===== config.mk =====
export PLATFORM = sky130hd
export DESIGN_NAME = axi_rd_4_merger
export DESIGN_NICKNAME = d
export VERILOG_FILES = /design/src/rtl/axi_rd_4_merger.sv
export SDC_FILE = /design/constraint.sdc
export NUM_CORES = 1
export LEC_CHECK = 0
export BUFFER_PORTS_ARGS = -buffer_cell sky130_fd_sc_hd__buf_2
export CAP_MARGIN = 10
export CORE_AREA = 2 2 251 253
export CTS_CLUSTER_SIZE = 20
export DETAILED_ROUTE_END_ITERATION = 7
export DIE_AREA = 0 0 253 255
export PLACE_DENSITY_LB_ADDON = 0.15
export SYNTH_ARGS = -nofsm -noshare
export SYNTH_HDL_FRONTEND = slang
export SYNTH_SLANG_ARGS = --single-unit
export TNS_END_PERCENT = 5

===== constraint.sdc =====
create_clock -name clk -period 3.7 [get_ports clk]
set_clock_uncertainty 0.1 [all_clocks]
set_input_delay 0.74 -clock clk [delete_from_list [all_inputs] [get_ports clk]]
set_output_delay 0.74 -clock clk [all_outputs]
set_load 0.02 [all_outputs]

===== src/rtl/axi_rd_4_merger.sv =====
// axi_rd_4_merger: 4-to-1 AXI read-channel merger.
// Four upstream masters (a..d) share one downstream read slave. AR requests
// are arbitrated round-robin into a single-entry output register and tagged
// with the 2-bit source index in the upper ID bits. R beats are routed back
// combinationally by that tag.
// Optional feature: define AXI_RD_MERGER_OUTSTANDING_EN to limit the number of
// outstanding downstream bursts to MAXOUT.
module axi_rd_4_merger #(
    parameter int EXTRAS = 8,
    parameter int IDWID  = 4,
    parameter int DWID   = 64,
    parameter int MAXOUT = 16
) (
    input  logic                clk,
    input  logic                rst,
    // master a
    input  logic [IDWID-1:0]    a_arid,
    input  logic [31:0]         a_araddr,
    input  logic [7:0]          a_arlen,
    input  logic [EXTRAS-1:0]   a_arextras,
    input  logic [1:0]          a_arburst,
    input  logic                a_arvalid,
    output logic                a_arready,
    output logic [IDWID-1:0]    a_rid,
    output logic [DWID-1:0]     a_rdata,
    output logic [1:0]          a_rresp,
    output logic                a_rlast,
    output logic                a_rvalid,
    input  logic                a_rready,
    // master b
    input  logic [IDWID-1:0]    b_arid,
    input  logic [31:0]         b_araddr,
    input  logic [7:0]          b_arlen,
    input  logic [EXTRAS-1:0]   b_arextras,
    input  logic [1:0]          b_arburst,
    input  logic                b_arvalid,
    output logic                b_arready,
    output logic [IDWID-1:0]    b_rid,
    output logic [DWID-1:0]     b_rdata,
    output logic [1:0]          b_rresp,
    output logic                b_rlast,
    output logic                b_rvalid,
    input  logic                b_rready,
    // master c
    input  logic [IDWID-1:0]    c_arid,
    input  logic [31:0]         c_araddr,
    input  logic [7:0]          c_arlen,
    input  logic [EXTRAS-1:0]   c_arextras,
    input  logic [1:0]          c_arburst,
    input  logic                c_arvalid,
    output logic                c_arready,
    output logic [IDWID-1:0]    c_rid,
    output logic [DWID-1:0]     c_rdata,
    output logic [1:0]          c_rresp,
    output logic                c_rlast,
    output logic                c_rvalid,
    input  logic                c_rready,
    // master d
    input  logic [IDWID-1:0]    d_arid,
    input  logic [31:0]         d_araddr,
    input  logic [7:0]          d_arlen,
    input  logic [EXTRAS-1:0]   d_arextras,
    input  logic [1:0]          d_arburst,
    input  logic                d_arvalid,
    output logic                d_arready,
    output logic [IDWID-1:0]    d_rid,
    output logic [DWID-1:0]     d_rdata,
    output logic [1:0]          d_rresp,
    output logic                d_rlast,
    output logic                d_rvalid,
    input  logic                d_rready,
    // downstream slave
    output logic [IDWID+1:0]    arid,
    output logic [31:0]         araddr,
    output logic [7:0]          arlen,
    output logic [EXTRAS-1:0]   arextras,
    output logic [1:0]          arburst,
    output logic                arvalid,
    input  logic                arready,
    input  logic [IDWID+1:0]    rid,
    input  logic [DWID-1:0]     rdata,
    input  logic [1:0]          rresp,
    input  logic                rlast,
    input  logic                rvalid,
    output logic                rready
);

    if (MAXOUT < 1 || MAXOUT > 255) begin : g_bad_maxout
        $error("axi_rd_4_merger: MAXOUT must be in 1..255");
    end

    logic [IDWID+1:0]  arid_q, arid_d;
    logic [31:0]       araddr_q, araddr_d;
    logic [7:0]        arlen_q, arlen_d;
    logic [EXTRAS-1:0] arextras_q, arextras_d;
    logic [1:0]        arburst_q, arburst_d;
    logic              arvalid_q, arvalid_d;
    logic [1:0]        last_grant_q, last_grant_d;

    logic [3:0]        req;
    logic              any_req;
    logic [1:0]        grant;
    logic [1:0]        idx;
    logic              found;
    logic              load_en;
    logic              hs_up;

    logic [IDWID-1:0]  sel_id;
    logic [31:0]       sel_addr;
    logic [7:0]        sel_len;
    logic [EXTRAS-1:0] sel_extras;
    logic [1:0]        sel_burst;

    logic [1:0]        r_src;

    assign req     = {d_arvalid, c_arvalid, b_arvalid, a_arvalid};
    assign any_req = |req;

    // Round-robin: search starts one past the last granted master and wraps.
    always_comb begin
        grant = last_grant_q;
        found = 1'b0;
        idx   = last_grant_q;
        for (int i = 1; i <= 4; i++) begin
            idx = last_grant_q + 2'(i);
            if (!found && req[idx]) begin
                grant = idx;
                found = 1'b1;
            end
        end
    end

    // Payload mux for the granted master.
    always_comb begin
        sel_id     = a_arid;
        sel_addr   = a_araddr;
        sel_len    = a_arlen;
        sel_extras = a_arextras;
        sel_burst  = a_arburst;
        case (grant)
            2'd1: begin
                sel_id = b_arid; sel_addr = b_araddr; sel_len = b_arlen;
                sel_extras = b_arextras; sel_burst = b_arburst;
            end
            2'd2: begin
                sel_id = c_arid; sel_addr = c_araddr; sel_len = c_arlen;
                sel_extras = c_arextras; sel_burst = c_arburst;
            end
            2'd3: begin
                sel_id = d_arid; sel_addr = d_araddr; sel_len = d_arlen;
                sel_extras = d_arextras; sel_burst = d_arburst;
            end
            default: ;
        endcase
    end

`ifdef AXI_RD_MERGER_OUTSTANDING_EN
    logic [7:0] cnt_q, cnt_d;
    logic       cnt_inc, cnt_dec;
    logic       cnt_block;

    assign cnt_inc   = arvalid_q && arready;
    assign cnt_dec   = rvalid && rready && rlast;
    // The entry sitting in the output register counts as already outstanding.
    assign cnt_block = ({1'b0, cnt_q} + {8'd0, arvalid_q}) >= 9'(MAXOUT);
    assign load_en   = (!arvalid_q || arready) && !cnt_block;

    // Outstanding-burst counter; saturates at both ends rather than wrapping.
    always_comb begin
        cnt_d = cnt_q;
        if (cnt_inc && !cnt_dec && cnt_q != 8'hFF) begin
            cnt_d = cnt_q + 8'd1;
        end else if (cnt_dec && !cnt_inc && cnt_q != 8'h00) begin
            cnt_d = cnt_q - 8'd1;
        end
    end

    // Outstanding counter register.
    always_ff @(posedge clk or posedge rst) begin
        if (rst) begin
            cnt_q <= 8'd0;
        end else begin
            cnt_q <= cnt_d;
        end
    end
`else
    assign load_en = !arvalid_q || arready;
`endif

    assign hs_up = load_en && any_req;

    assign a_arready = hs_up && (grant == 2'd0);
    assign b_arready = hs_up && (grant == 2'd1);
    assign c_arready = hs_up && (grant == 2'd2);
    assign d_arready = hs_up && (grant == 2'd3);

    // Output register next state: load on upstream handshake, else drain.
    always_comb begin
        arvalid_d    = arvalid_q;
        arid_d       = arid_q;
        araddr_d     = araddr_q;
        arlen_d      = arlen_q;
        arextras_d   = arextras_q;
        arburst_d    = arburst_q;
        last_grant_d = last_grant_q;
        if (hs_up) begin
            arvalid_d    = 1'b1;
            arid_d       = {grant, sel_id};
            araddr_d     = sel_addr;
            arlen_d      = sel_len;
            arextras_d   = sel_extras;
            arburst_d    = sel_burst;
            last_grant_d = grant;
        end else if (arvalid_q && arready) begin
            arvalid_d = 1'b0;
        end
    end

    // AR output register and round-robin pointer.
    always_ff @(posedge clk or posedge rst) begin
        if (rst) begin
            arvalid_q    <= 1'b0;
            arid_q       <= '0;
            araddr_q     <= '0;
            arlen_q      <= '0;
            arextras_q   <= '0;
            arburst_q    <= '0;
            last_grant_q <= 2'd3;
        end else begin
            arvalid_q    <= arvalid_d;
            arid_q       <= arid_d;
            araddr_q     <= araddr_d;
            arlen_q      <= arlen_d;
            arextras_q   <= arextras_d;
            arburst_q    <= arburst_d;
            last_grant_q <= last_grant_d;
        end
    end

    assign arvalid  = arvalid_q;
    assign arid     = arid_q;
    assign araddr   = araddr_q;
    assign arlen    = arlen_q;
    assign arextras = arextras_q;
    assign arburst  = arburst_q;

    assign r_src = rid[IDWID+1:IDWID];

    // R return path: steer valid by tag, take ready from the owning master only.
    always_comb begin
        rready = a_rready;
        case (r_src)
            2'd1:    rready = b_rready;
            2'd2:    rready = c_rready;
            2'd3:    rready = d_rready;
            default: rready = a_rready;
        endcase
    end

    assign a_rvalid = rvalid && (r_src == 2'd0);
    assign b_rvalid = rvalid && (r_src == 2'd1);
    assign c_rvalid = rvalid && (r_src == 2'd2);
    assign d_rvalid = rvalid && (r_src == 2'd3);

    assign a_rid = rid[IDWID-1:0];
    assign b_rid = rid[IDWID-1:0];
    assign c_rid = rid[IDWID-1:0];
    assign d_rid = rid[IDWID-1:0];

    assign a_rdata = rdata;
    assign b_rdata = rdata;
    assign c_rdata = rdata;
    assign d_rdata = rdata;

    assign a_rresp = rresp;
    assign b_rresp = rresp;
    assign c_rresp = rresp;
    assign d_rresp = rresp;

    assign a_rlast = rlast;
    assign b_rlast = rlast;
    assign c_rlast = rlast;
    assign d_rlast = rlast;

endmodule


; After elaboration in Yosys (flattened, before gate mapping)
; Index checks and enable logic that the tools add are counted.
[word_totals]
ff_bits = 59
output_inout_bits = 350
wordCells = 65
[classes]
addsub = 3
n_lt_le_gt_ge = 4
n_eq_ne = 6
n_mux = 23
reduce_logical = 22
[op_table]
columns = op, n
row1 = 32-bit case mux with 3 select lines, 1
row2 = 8-bit case mux with 3 select lines, 2
row3 = 1-bit logical AND, 13
row4 = 2-bit by 3-bit less-than comparator with 1-bit output (second input constant), 4
row5 = 4-bit case mux with 3 select lines, 1
row6 = 1-bit two-way mux, 9
row7 = 1-bit binary-select mux with 2-bit select, 4
row8 = 2-bit == test (second input constant), 4
row9 = 2-bit two-way mux, 4
row10 = 2-bit case mux with 3 select lines, 1
row11 = 2-bit adder (second input constant), 2
row12 = 2-bit by 1-bit == test with 1-bit output (second input constant), 2
row13 = 1-bit logical NOT, 4
row14 = 2-bit logical NOT, 2
row15 = 4-bit OR reduction, 1
row16 = 1-bit case mux with 3 select lines, 1
row17 = 2-bit by 1-bit adder with 2-bit output (second input constant), 1
row18 = 2-bit nonzero test, 1
row19 = 1-bit logical OR, 1

; Depth between registers and ports, before layout
; Gate-level depths: netlist (run 1).
[depth]
word_depth = 15
mapped_depth = 8
depth_no_buf = 5

; Worst setup path after synthesis (run 1)
; Ideal clock, no wire load.
[synth_timing]
path_kind = input port to output port
from = in a_arvalid
to = out c_arready
arrival_time_ns = 2.155
slack_ns = 0.705
path_stages = 6
cell_sequence = mux2i_1 a221o_1 buf_2 buf_2 buf_2 nor3_1
[synth_between]
elab_chain_cells = 14
word_cells_on_any_way = 25
classes_between = 1 x eq/ne / 15 x mux / 9 x reduce/logical
[synth_lines]
columns = element, line_no
row1 = start: declaration, 22  ; input logic a_arvalid,
row2 = 1-bit binary-select mux with 2-bit select, 126  ; if (!found && req[idx]) begin
row3 = 1-bit two-way mux (implied by the code), 126
row4 = 1-bit two-way mux, 126
row5 = 1-bit logical NOT, 126
row6 = 1-bit logical AND, 126
row7 = 1-bit two-way mux, 126
row8 = 1-bit logical NOT, 126
row9 = 1-bit logical AND, 126
row10 = 1-bit two-way mux, 126
row11 = 1-bit logical NOT, 126
row12 = 1-bit logical AND, 126
row13 = 2-bit two-way mux, 126
row14 = 2-bit == test, 194  ; assign c_arready = hs_up && (grant == 2'd2);
row15 = 1-bit logical AND (*), 194
row16 = end: declaration, 51  ; output logic c_arready,
; Every way passes the cells marked *; elsewhere a longest branch is shown, timed or not. The select of a mux whose other input is x is not followed.

; Worst setup path in the final report (run 1)
[layout_timing]
from = reg last_grant_q[1]
to = out c_arready
[layout_between]
elab_chain_cells = 15
word_cells_on_any_way = 26
classes_between = 3 x add/sub / 1 x eq/ne / 15 x mux / 7 x reduce/logical
[layout_lines]
columns = element, line_no
row1 = start: declaration, 98  ; logic [1:0] last_grant_q, last_grant_d;
row2 = start signal: assignment, 236  ; last_grant_q <= last_grant_d;
row3 = 2-bit by 1-bit adder with 2-bit output, 125  ; idx = last_grant_q + 2'(i);
row4 = 1-bit binary-select mux with 2-bit select, 126
row5 = 1-bit two-way mux (implied by the code), 126
row6 = 1-bit two-way mux, 126
row7 = 1-bit logical NOT, 126
row8 = 1-bit logical AND, 126
row9 = 1-bit two-way mux, 126
row10 = 1-bit logical NOT, 126
row11 = 1-bit logical AND, 126
row12 = 1-bit two-way mux, 126
row13 = 1-bit logical NOT, 126
row14 = 1-bit logical AND, 126
row15 = 2-bit two-way mux (*), 126
row16 = 2-bit == test (*), 194
row17 = 1-bit logical AND (*), 194
; Marked as above.

==> reports/metrics.csv, run 1 <==
metric,value,unit
Sequential Power Share,27.0,%
post-CTS setup buffer count,0,
most frequent cells after synthesis,"buf_4, nand2_1, nor2_1",
I/O Buffers,295,
Leak Pwr,3.23,nW
number of synthesized flops with an enable pin,0,
Internal,2.11,mW
area delta synth->final,9.60,%
peak supply drop,231,µV
final worst-path cycle share,82.2,%
final setup TNS,0,ns
vias,5151,
Die Ht,255,µm
die area,64500,µm²
Synth cell types,27,
hpwl dp,18300,µm
Root Driver,clkbuf_16,
Critical Path AT,2.20,ns
number of buffers inserted by hold repair at cts,0,
DRC viols,0,
"Hold Vio Cnt, Final",0,
Fill cells,7342,
Setup crit start kind,register,
H-tree levels,3,
gr ovfl total,0,
unrepaired setup endpoints after global routing,no,
vias in the first global route,5412,
Slew HR,33.3,%
Fmax,0.329,GHz
"Clk Latency, worst-skew pair",0.37,ns
syn avg cell area,7.40,µm²
"Slew Viols, Final",0,
#FFs+latches synth,59,
Crit. End Element,output pin,
Net Switching,1.79,mW
worst path required time,2.86,ns
max_cap viols,0,
clock share of power,23.6,%
overall power,3.91,mW
P per Cell Area,596,nW/µm²
Synth top area share,36.4,%
cell depth of the worst hold path,1,
CTS tree,yes,
Syn Nets,1109,
CORE AREA,62200,µm²
Comb power frac,49.4,%
top-count cell post-synth,buf_4,
R2R depth,6,
Starting Density,9.63,%
first-pass GRT wire length,35300,µm
"Reg clk slew, reported paths",0.06,ns
DR vias/cell,3.23,
status,finished clean,
ratio of cells with drive above 1 in the final layout,41.5,%
Crit Path Max Fanout,28,
Final Net Count,1093,
"FFs w/ async S/R, synth",100,%
Die W,253,µm
top cell type by total area after synthesis,buf_4,
Final Setup Violations,0,
sw frac,45.9,%
clk buf depth,2,
final WL,25000,µm
routability cong.,0.687,
gr usage total,7.53,%
"antenna viol nets, final",0,
yosys warns,0,
Synth area leaders,"buf_4, dfrtp_1, nand2_1",
"Cell Area, Synth",5980,µm²
Syn Inst Count,808,
Placement Rows,92,
Setup Crit Path Kind,reg -> out,
1st-pass router iterations,4,
Period minus WS final,3.04,ns
pin count of the biggest net entering global routing,64,
"Seq/Total Area, Yosys",24.7,%
WL per Instance,15.6,µm
measured slew at the worst slew-check pin,1.00,ns
CTS buffer count,9,
drt first-iter violations,210,
ANT cells,0,
Sinks on Clock Net,59,
Synth Flop Type,dfrtp_1,
I/O Pins,651,
HP Class,reg -> reg,
antenna violations before repair,3,
post-CTS sizing,0,
-- worst max-delay path, stage by stage (launching register included) --
cell     delay [ns]
dfstp_2        0.61
nand2_1        0.07
a31o_2         0.25
a21o_2         0.44
nor3_1         0.26
buf_2          0.19
-- worst paths after layout --
path	startpoint	to	slack [ns]
setup / recovery	last_grant_q[1]	c_arready	0.66
hold / removal	arid[4]	arid[4]	0.40
setup reg to reg	last_grant_q[0]	araddr[6]	1.07
hold reg to reg	arid[4]	arid[4]	0.40
max in group asynchronous	rst	araddr[28]	2.18
min in group asynchronous	rst	araddr[31]	0.46
-- layout make-up --
type / instances / area, µm² / area share, %
inverters: 3 / 12.5 / 0.191
multi-input cells: 414 / 2170 / 33.1
well taps: 799 / 1000 / 15.2
clock inverters: 7 / 68.8 / 1.05
flip-flops and latches: 59 / 1480 / 22.6
repair buffers: 305 / 1600 / 24.4
clock buffers: 9 / 225 / 3.43
-- power groups by stage --
stage               registers [mW]  logic, mW  clock network (mW)
finish                        1.05       1.93               0.923
global route                  1.09       2.13                1.03
global placement              1.08       2.01                   0
detailed placement            1.07       1.99                   0
floorplan                     1.35       1.34                   0
CTS                           1.06       1.99                1.01
-- metal layers --
layer,GRT usage [%],vias to the layer above,wire length (µm)
li1,-,2372,-
met1,7.94,2360,9400
met2,12.2,329,11700
met3,4.09,84,2920
met4,3.72,6,906
met5,0,-,34
-- cells in the final DEF, fill, tap and decap left out, types with 2 or more instances in the layout --
cell type,Yosys,layout
buf_12,0,4
buf_2,24,295
a31oi_1,54,54
nor2_1,62,61
mux2i_1,2,2
buf_4,290,6
nor3_1,4,4
clkbuf_16,0,9
dfstp_2,2,2
dfrtp_1,57,57
nor3b_1,2,2
inv_1,3,2
clkinv_2,0,4
a41o_1,54,54
nand2_1,221,221
clkinvlp_4,0,2
-- registers in the layout, summed over array words and instances (netlist names) --
signal	cells
arextras	8
arlen	8
araddr	32
last_grant_q	2
arid	6
arvalid	1
arburst	2
-- stage by stage --
| stage | utilization [%] | cells | hold slack, ns | worst slack (ns) | cell area [µm²] |
|---|---|---|---|---|---|
| detailed placement | 10.1 | 1580 | 0.380 | 0.597 | 6260 |
| global placement | 10.1 | 1580 | 0.392 | 0.546 | 6260 |
| floorplan | - | 808 | 0.396 | 0.705 | 5980 |
| CTS | 10.5 | 1596 | 0.408 | 0.523 | 6560 |
| finish | 10.5 | 1596 | 0.398 | 0.659 | 6560 |
| global route | 10.5 | 1596 | 0.447 | 0.469 | 6560 |
-- kinds of logic after synthesis --
kind of cell / after synthesis / synth area share [%]
simple gates: 293 / 18.8
flops: 59 / 24.7
mux: 3 / 0.711
compound gates: 118 / 16.1
buf+inv: 335 / 39.7
Power figures use the tool's default switching activity.
==> inputs of run 2 (changes only) <==
==> constraint.sdc (replaced) <==
create_clock -name clk -period 2.9 [get_ports clk]
set_clock_uncertainty 0.1 [all_clocks]
set_input_delay 0.58 -clock clk [delete_from_list [all_inputs] [get_ports clk]]
set_output_delay 0.58 -clock clk [all_outputs]
set_load 0.02 [all_outputs]
==> run 2 against run 1 <==
Sequential share of layout area is 0.47 points lower. Design area is 2.1% higher. Worst setup slack worse by 0.50 ns. Count of clock-buffer cells in the layout is 3 higher. Critical path depth is 1 lower. Clock power is 53% higher. Total power is 35% higher. Sequential power is 29% higher.
==> reports/metrics.csv, run 2 (synthesis results as in run 1) <==
metric,value,unit
final worst-path cycle share,94.6,%
antenna violations before repair,2,
Leak Pwr,3.30,nW
CP max stage cell,dfstp_2,
"slowest stage delay, CP",0.62,ns
Final Setup Violations,0,
gr usage total,7.82,%
WL per Instance,16.0,µm
clk buf depth,2,
first-pass GRT wire length,36300,µm
CTS buffer count,9,
"Slew Viols, Final",0,
final WL,25600,µm
Net Switching,2.29,mW
H-tree levels,3,
Sinks on Clock Net,59,
Setup Crit Path Kind,reg -> out,
CP Cell Sequence,mux2i_1 > a221o_4 > nor3_1 > buf_2,
Period minus WS final,2.74,ns
DR vias/cell,3.20,
r2r setup slk,0.44,ns
Internal,2.97,mW
HP Class,in -> async,
"Clk Latency, worst-skew pair",0.37,ns
hpwl dp,18800,µm
Slew HR,54.5,%
Reg-to-Reg End,araddr[17],
1st-pass router iterations,4,
vias,5110,
worst slack at placement,0.223,ns
vias in the first global route,5483,
max_cap viols,0,
"Reg clk slew, reported paths",0.06,ns
R2R depth,7,
Starting Density,9.63,%
"Hold Vio Cnt, Final",0,
worst path required time,2.22,ns
DRC viols,0,
sw frac,43.5,%
worst path bufs/invs,1,
max FFs per register,32,
number of buffers inserted by hold repair at cts,0,
Root Driver,clkbuf_16,
post-CTS sizing,0,
final setup TNS,0,ns
Final Net Count,1096,
die area,64500,µm²
Highest Signal Layer,met5,
"antenna viol nets, final",0,
I/O Buffers,295,
CP top delay family,flip-flops,
Fill cells,7342,
Comb power frac,47.5,%
I/O Pins,651,
status,finished clean,
clock share of power,26.8,%
"most common cell after layout, fill and taps aside",buf_2,
Crit. End Element,output pin,
most frequent cells in the layout,"buf_2, nand2_1, nor2_1",
worst reg2reg startpoint,last_grant_q[1],
post-CTS setup buffer count,0,
unrepaired setup endpoints after global routing,no,
ratio of cells with drive above 1 in the final layout,41.8,%
Placement Rows,92,
WHS,0.149,ns
Sequential Power Share,25.7,%
Setup crit start kind,register,
drt first-iter violations,200,
Crit Path Max Fanout,7,
gr ovfl total,0,
routability cong.,0.689,
CORE AREA,62200,µm²
met2 WL,12200,µm
Die Ht,255,µm
Util after Layout,10.8,%
peak supply drop,292,µV
ANT cells,0,
P per Cell Area,786,nW/µm²
measured slew at the worst slew-check pin,0.681,ns
Die W,253,µm
Fmax,0.364,GHz
CTS tree,yes,
area delta synth->final,11.9,%
pin count of the biggest net entering global routing,69,
Metal-1 WL,9530,µm
Critical Path AT,2.06,ns
met3 WL,2880,µm
post-route worst setup slack,0.156,ns
[run 2: changes by cell type in the layout (fill, tap and decap cells not counted)]
| cell | delta |
|---|---|
| clkinvlp_4 | -2 |
| clkinv_4 | -1 |
| buf_12 | +4 |
| bufinv_16 | +2 |
| clkinv_2 | -2 |
| clkbuf_8 | +3 |
| buf_4 | -1 |
[run 2: area by class of cell]
class / count / area [µm²] / share of cell area [%]
clock buffers: 12 / 267 / 3.98
clock inverters: 4 / 95.1 / 1.42
inverters: 3 / 12.5 / 0.187
multi-input cells: 414 / 2170 / 32.4
flip-flops and latches: 59 / 1480 / 22.1
well taps: 799 / 1000 / 14.9
repair buffers: 308 / 1670 / 25.0
[run 2: through the flow]
stage | std cells | power (mW) | area, µm²
2_1_floorplan | 808 | 3.44 | 5980
3_3_place_gp | 1583 | 3.99 | 6340
3_5_place_dp | 1583 | 3.96 | 6340
4_1_cts | 1599 | 5.48 | 6700
5_1_grt | 1599 | 5.73 | 6700
6_report | 1599 | 5.26 | 6700
[run 2: worst max path at each step]
stage | start | cells after the start | end
global placement | d_arvalid | 7 | arextras[3]
floorplan | last_grant_q[1] | 7 | c_arready
detailed placement | d_arvalid | 7 | arextras[6]
CTS | last_grant_q[1] | 4 | c_arready
finish | last_grant_q[1] | 4 | c_arready
global route | last_grant_q[1] | 5 | a_arready
[run 2: power groups by stage]
| stage | combinational, mW | sequential [mW] | clock [mW] |
|---|---|---|---|
| 2_1_floorplan | 1.72 | 1.72 | 0 |
| 3_3_place_gp | 2.60 | 1.39 | 0 |
| 3_5_place_dp | 2.59 | 1.37 | 0 |
| 4_1_cts | 2.59 | 1.36 | 1.52 |
| 5_1_grt | 2.78 | 1.41 | 1.54 |
| 6_report | 2.50 | 1.35 | 1.41 |
[run 2: routing by layer]
layer,vias to the layer above,global-route usage (%)
met5,-,0
met4,4,3.74
met3,85,4.12
met2,316,13.0
met1,2324,8.09
li1,2381,-
==> inputs of run 3 (changes only) <==
--- a/config.mk
+++ b/config.mk
@@ -12,6 +12,7 @@
 export DETAILED_ROUTE_END_ITERATION = 7
 export DIE_AREA = 0 0 253 255
 export PLACE_DENSITY_LB_ADDON = 0.15
+export SETUP_SLACK_MARGIN = 0.4
 export SYNTH_ARGS = -nofsm -noshare
 export SYNTH_HDL_FRONTEND = slang
 export SYNTH_SLANG_ARGS = --single-unit
==> run 3 against run 2 <==
Non-clock buffer count grew 4. Sequential share of layout area decreased by 0.29 points. Final cell count is 0.25% higher. Clock power decreased by 12%. Routed wire length decreased by 5.8%. Combinational power increased by 3%. Design area grew 1.3%. Via count is essentially flat. Hold slack improved by 0.015 ns. Register-to-register slack worse by 0.02 ns. Largest cell class unchanged.
==> reports/metrics.csv, run 3 (synthesis results as in run 1) <==
metric,value,unit
I/O Buffers,295,
ANT cells,0,
Comb power frac,49.8,%
"most common cell after layout, fill and taps aside",buf_2,
worst slack at placement,0.359,ns
r2r setup slk,0.42,ns
CP max stage cell,dfstp_2,
Fmax,0.391,GHz
gr usage total,7.38,%
CORE AREA,62200,µm²
Root Driver,clkbuf_16,
status,finished clean,
Crit. End Element,output pin,
CTS buffer count,9,
routability cong.,0.691,
Placement Rows,92,
clk buf depth,2,
first-pass GRT wire length,34800,µm
"Clk Latency, worst-skew pair",0.37,ns
Internal,2.87,mW
1st-pass router iterations,4,
Final Setup Violations,0,
DR vias/cell,3.19,
"Reg clk slew, reported paths",0.06,ns
worst path bufs/invs,2,
"slowest stage delay, CP",0.63,ns
measured slew at the worst slew-check pin,0.485,ns
die area,64500,µm²
post-route worst setup slack,0.342,ns
overall power,5.16,mW
sw frac,44.4,%
Critical Path AT,1.88,ns
final WL,24100,µm
max_cap viols,0,
Setup crit start kind,register,
peak supply drop,292,µV
Setup Crit Path Kind,reg -> out,
Sinks on Clock Net,59,
final worst-path cycle share,88.2,%
Period minus WS final,2.56,ns
CP Cell Sequence,inv_2 > a31o_2 > a21o_4 > nor3_4 > buf_6,
drt first-iter violations,241,
"Hold Vio Cnt, Final",0,
Net Switching,2.29,mW
hpwl dp,17800,µm
Starting Density,9.63,%
HP Class,in -> async,
P per Cell Area,760,nW/µm²
area delta synth->final,13.4,%
vias,5108,
Die W,253,µm
"antenna viol nets, final",0,
Die Ht,255,µm
CTS tree,yes,
"Slew Viols, Final",0,
I/O Pins,651,
WL per Instance,15.0,µm
Crit Path Max Fanout,6,
antenna violations before repair,0,
Slew HR,67.7,%
CP top delay family,flip-flops,
Final Net Count,1100,
H-tree levels,3,
gr ovfl total,0,
Leak Pwr,3.32,nW
DRC viols,0,
unrepaired setup endpoints after global routing,yes,
clock share of power,24.1,%
final setup TNS,0,ns
pin count of the biggest net entering global routing,63,
vias in the first global route,5468,
most frequent cells in the layout,"buf_2, nand2_1, nor2_1",
Sequential Power Share,26.2,%
max FFs per register,32,
ratio of cells with drive above 1 in the final layout,43.2,%
worst path required time,2.22,ns
-- run 3: cell count changes in the layout (fill, tap and decap cells not counted), sizes merged --
cell and change:
bufinv -1, clkbuf -3, clkinv +4, buf +4
-- run 3: final timing paths --
check | from | to | cells after the start
max | last_grant_q[0] | d_arready | 5
min | rst | araddr[1] | 3
max reg2reg | last_grant_q[0] | araddr[26] | 8
min reg2reg | arid[5] | arid[5] | 2
max in group asynchronous | rst | last_grant_q[1] | 3
min in group clk | d_arextras[3] | arextras[3] | 3
-- run 3: what timing repair did --
item,in CTS,in global routing
pin swaps,5,0
hold buffers,0,0
setup endpoints to repair,4,27
endpoints found under the hold margin,0,0
resized for setup,19,1
buffers inserted,5,0
-- run 3: final cells by class --
type                            count  area [µm²]
Clock buffer                        9         225
Sequential cell                    59        1480
Multi-Input combinational cell    414        2250
Inverter                            3        12.5
Timing Repair Buffer              312        1720
Fill cell                        7331       55400
Tap cell                          799        1000
Clock inverter                      7        92.6
-- run 3: worst reg2reg max path, stage by stage (launching register included) --
cell and delay [ns]:
dfstp_2 0.63, inv_2 0.07, a31o_2 0.26, a21o_4 0.21, buf_4 0.15, buf_4 0.24, nor2_4 0.18, buf_4 0.33
a31oi_1 0.17
-- run 3: power by group through the flow --
stage | registers (mW) | logic, mW | clock network [mW]
after floorplan | 1.72 | 1.72 | 0
after global placement | 1.37 | 2.58 | 0
after detailed placement | 1.36 | 2.57 | 0
after CTS | 1.36 | 2.65 | 1.36
after global routing | 1.40 | 2.83 | 1.39
final | 1.35 | 2.57 | 1.24
-- run 3: through the flow --
step,hold WS (ns),util [%],instance area (µm²),std cells
after floorplan,0.396,-,5990,808
after global placement,0.388,10.2,6340,1582
after detailed placement,0.396,10.2,6340,1582
after CTS,0.148,10.9,6780,1603
after global routing,0.163,10.9,6790,1603
final,0.164,10.9,6790,1603
-- run 3: metal layers --
metal	part of all wire, %	vias to the layer above	track usage (%)
met5	0	-	0
met2	47	303	12.2
met1	38	2339	7.68
met3	9.9	84	3.28
met4	4.5	0	4.56
li1	-	2382	-
